**config.mk**
```make
export PLATFORM = sky130hd
export DESIGN_NAME = fetch_unit
export DESIGN_NICKNAME = d
export VERILOG_FILES = /design/src/rtl/fetch_unit.sv
export SDC_FILE = /design/constraint.sdc
export NUM_CORES = 1
export LEC_CHECK = 0
export CAP_MARGIN = 20
export CORE_MARGIN = 3
export CORE_UTILIZATION = 30
export CTS_CLUSTER_SIZE = 25
export DETAILED_ROUTE_END_ITERATION = 10
export GPL_ROUTABILITY_DRIVEN = 0
export HOLD_SLACK_MARGIN = 0.06
export SLEW_MARGIN = 20
export SYNTH_ARGS = -nofsm -noshare
export SYNTH_HDL_FRONTEND = slang
export SYNTH_SLANG_ARGS = --single-unit
```
**constraint.sdc**
```tcl
create_clock -name clk -period 2.85 [get_ports clk]
set_input_delay 0.57 -clock clk [delete_from_list [all_inputs] [get_ports clk]]
set_output_delay 0.57 -clock clk [all_outputs]
set_load 0.02 [all_outputs]
```
**src/rtl/fetch_unit.sv**
```systemverilog
// Instruction-fetch front end: owns the PC, drives the synchronous instruction
// memory and loads the IF/ID register, with redirect squash, stall hold and debug counters.
module fetch_unit #(
  parameter int              PC_W     = 5,
  parameter int              INSTR_W  = 32,
  parameter logic [PC_W-1:0] RESET_PC = '0,
  parameter int              COUNT_W  = 16
) (
  input  logic               clk,
  input  logic               rst_n,
  input  logic               stall,
  input  logic               should_jump,
  input  logic [PC_W-1:0]    jump_target,
  output logic [PC_W-1:0]    imem_addr,
  input  logic [INSTR_W-1:0] imem_data,
  output logic [PC_W-1:0]    out_pc,
  output logic [INSTR_W-1:0] out_instr,
  output logic               out_valid,
  output logic [COUNT_W-1:0] fetch_count,
  output logic [COUNT_W-1:0] flush_count
);

  logic [PC_W-1:0] pc;
  logic [PC_W-1:0] req_pc_q;
  logic            req_valid_q;

  logic do_redirect;
  logic do_advance;

  assign do_redirect = should_jump;
  assign do_advance  = !should_jump && !stall;

  // A stall re-reads the pending address so imem_data stays paired with req_pc_q.
  assign imem_addr = (stall && !should_jump) ? req_pc_q : pc;

  always_ff @(posedge clk or negedge rst_n) begin
    if (!rst_n) begin
      pc          <= RESET_PC;
      req_pc_q    <= RESET_PC;
      req_valid_q <= 1'b0;
    end else if (do_redirect) begin
      pc          <= jump_target;
      req_valid_q <= 1'b0;
    end else if (do_advance) begin
      pc          <= pc + 1'b1;
      req_pc_q    <= pc;
      req_valid_q <= 1'b1;
    end
  end

  always_ff @(posedge clk or negedge rst_n) begin
    if (!rst_n) begin
      out_pc    <= '0;
      out_instr <= '0;
      out_valid <= 1'b0;
    end else if (do_redirect) begin
      out_valid <= 1'b0;
    end else if (do_advance) begin
      out_pc    <= req_pc_q;
      out_instr <= imem_data;
      out_valid <= req_valid_q;
    end
  end

  // Debug counters saturate at all-ones rather than wrapping.
  always_ff @(posedge clk or negedge rst_n) begin
    if (!rst_n) begin
      fetch_count <= '0;
      flush_count <= '0;
    end else begin
      if (do_redirect && (flush_count != '1))
        flush_count <= flush_count + 1'b1;
      if (do_advance && req_valid_q && (fetch_count != '1))
        fetch_count <= fetch_count + 1'b1;
    end
  end

endmodule

```
==> out/results.ini <==
[status]
status=complete, no violations

[worst_setup_path]
worst_setup_path_start_kind=input pin
crit_type=input pin to output pin
r2r_start=fetch_count[0]$_DFFE_PN0P_
critPathTopFamily=buffers and inverters
required_ns=2.28
crit_path_max_fanout=5
arrival_ns=1.93
crit_buf_inv=3
slowest_delay_ns=0.49
path_cells=clkdlybuf4s50_1 > nor2b_1 > buf_4 > mux2_2 > dlymetal6s2s_1
r2r_cells=5
r2r_end=fetch_count[10]$_DFFE_PN0P_
slowest_stage=clkdlybuf4s50_1
end_kind=output pin
rrSetupSlack_ns=1.02

[synth]
synth-seq-area-share_pct=57.5
syn_nets=311
synth_warnings=0
syn_area_um2=3520
synth_cell_types=36
ys_ff_latch=81
postSynthCellCount=267
synth.avg_cell_area_um2=13.2

[global_route]
overflow=0
grt_max_degree=47
grt_antenna_before_repair=0
grt_pass1_vias=2717
groute.usage.overall_pct=12.8
grt_pass1_wl_um=13200

[sta]
report.final.slew_viol_count=0
tightest_slew_ns=0.604
finalSetupViolCount=0
maxSlewHeadroom_pct=59.8
hold_viol=0
post-route-min-period_ns=2.50
rsz0062_at_grt=no
finClkSkew_ns=0.00790
finalCritPeriodShare_pct=87.6
fmax_mhz=401

[finish]
fin_nets=435
mostFrequentLayoutCells=clkdlybuf4s50_1 (109), dfrtp_1 (81), mux2_2 (50), xor2_1 (21), nand2_1 (16)
syn_to_final_growth_pct=46.3
multi_input_area_um2=1440
register_area_um2=2030
fin_util_pct=46.2
drive_gt1_share_pct=20.1
diodes=0
fillCellCount=1042
layout_commonest_cell=clkdlybuf4s50_1

[cts]
cts_root_buf=clkbuf_16
cts_tree=yes
cts_sinks=81
clk_path_buf_depth=2
clock_latency_ns=0.33
cts.clk_slew.worst_paths_ns=0.05
hold_buffers=0
cts-htree-levels=3
cts_buffers=9

[detailed_routing]
viasPerCell=4.69
drtIter0Drc=64
drtPass1Iterations=3
topRoutingLayerUsed=met4
wl_met2_um=3740
routedWlPerCell_um=14.9
wl_met1_um=3500
ant_nets=0
drc=0
drt_wl_total_um=7970
route.met3.wl_um=640
via_count=2502

[placement]
dp_hpwl_um=5710
port_buffers=115

[power]
seqPwrFrac_pct=42.6
share_comb_of_total_power_pct=27.5
swShare_pct=29.3
internal-power_mw=2.49
p_clk_share_pct=29.9
leakage_nw=2.23
cellPowerDensity_nw_per_um2=683
total_power_mw=3.52
max-vdd-ir-drop_uv=416
p_switching_mw=1.03

[die]
die_area_um2=13100
io_pins=116
core_um2=11200
die-width_um=114
rows=38
start_util_pct=31.5
die_y_um=114

[min_path]
holdCritPathClass=input pin to asynchronous set/reset pin

[flow_run]
maxCapViolations=0

metrics by stage:
step	hold WS [ns]	std cells	setup WS, ns	TNS (ns)	cell area [um2]
after floorplan	0.274	267	0.606	0	3520
after global placement	0.474	520	-0.000398	-0.000398	4880
after detailed placement	0.480	520	0.0220	0	4880
after CTS	0.263	534	0.00114	0	5140
after global routing	0.294	534	0.301	0	5160
final	0.251	534	0.354	0	5160
power groups by stage:
stage                     Clock [mW]  Sequential (mW)  Combinational [mW]
after global placement             0             1.52               0.976
after floorplan                    0             1.70               0.286
after CTS                       1.10             1.51               0.993
after global routing            1.13             1.54                1.04
final                           1.05             1.50               0.969
after detailed placement           0             1.53               0.987
registers in the layout (all words and copies together) (netlist names):
register and count:
req_pc_q 5, pc 5, out_pc 5, fetch_count 16
out_instr 32, req_valid_q 1, flush_count 16, out_valid 1
Yosys cell counts:
cell       count  area, um2
buf_6          2       22.5
dfrtp_1       81       2030
and3_1         5       31.3
ha_1           3       37.5
o21ai_0        6       30.0
nor4_1         4       25.0
buf_4          1       7.51
nor3b_1        1       7.51
nand2_1       16       60.1
nor4b_1        1       8.76
clkbuf_1       7       26.3
a21oi_1        1       5.00
xnor2_1       12        105
nor2_1         6       22.5
nand3_1        8       40.0
inv_1          3       11.3
mux2i_1        2       20.0
mux2_2        50        563
nor2b_1        2       12.5
and4_1         4       35.0
nor3_1         9       45.0
nor4b_4        1       23.8
a41oi_1        1       8.76
o2111ai_1      1       8.76
or3b_1         1       8.76
and4bb_1       1       12.5
nor3b_2        2       25.0
or4_4          1       11.3
nand4_1        8       50.1
nor4b_2        1       15.0
xor2_1        21        184
or4_1          1       7.51
nand4b_1       1       8.76
nand2b_1       1       6.26
or2_2          1       6.26
buf_2          1       5.00
per-layer routing:
| metal | track usage [%] | up-vias |
|---|---|---|
| li1 | - | 1191 |
| met1 | 15.8 | 1234 |
| met2 | 20.2 | 71 |
| met3 | 5.34 | 6 |
| met4 | 4.51 | 0 |
| met5 | 0 | - |
area by class of cell:
cell class	instances	share of cell area (%)
flip-flops and latches	81	39.3
clock buffers	14	5.12
inverters	3	0.218
multi-input cells	172	27.9
repair buffers	124	24.1
well taps	140	3.40
logic make-up after synthesis:
family	synth area share, %
fa+ha+maj	1.07
mux	16.5
flops	57.5
buf+inv	2.06
xor+xnor	8.20
compound gates	1.49
simple gates	13.1
worst register-to-register path, delay by kind of cell (launching register included):
kind / cells / cell delay (ns)
simple gates: 3 / 0.91
xor+xnor: 1 / 0.14
flops: 1 / 0.42
fa+ha+maj: 1 / 0.24
worst max path at each step:
stage | cells after the start | endpoint | start | slack [ns]
5_1_grt | 5 | imem_addr[3] | stall | 0.30
4_1_cts | 5 | imem_addr[4] | stall | 0.001
3_3_place_gp | 5 | imem_addr[4] | stall | -0.0004
3_5_place_dp | 5 | imem_addr[4] | stall | 0.02
2_1_floorplan | 6 | fetch_count[13]$_DFFE_PN0P_ | stall | 0.61
6_report | 5 | imem_addr[1] | stall | 0.35
timing repair:
item                       in CTS  in global routing
gates resized for setup         0                  5
setup buffers                   0                  0
setup endpoints to repair       0                  5
(Power assumes the default switching activity.)
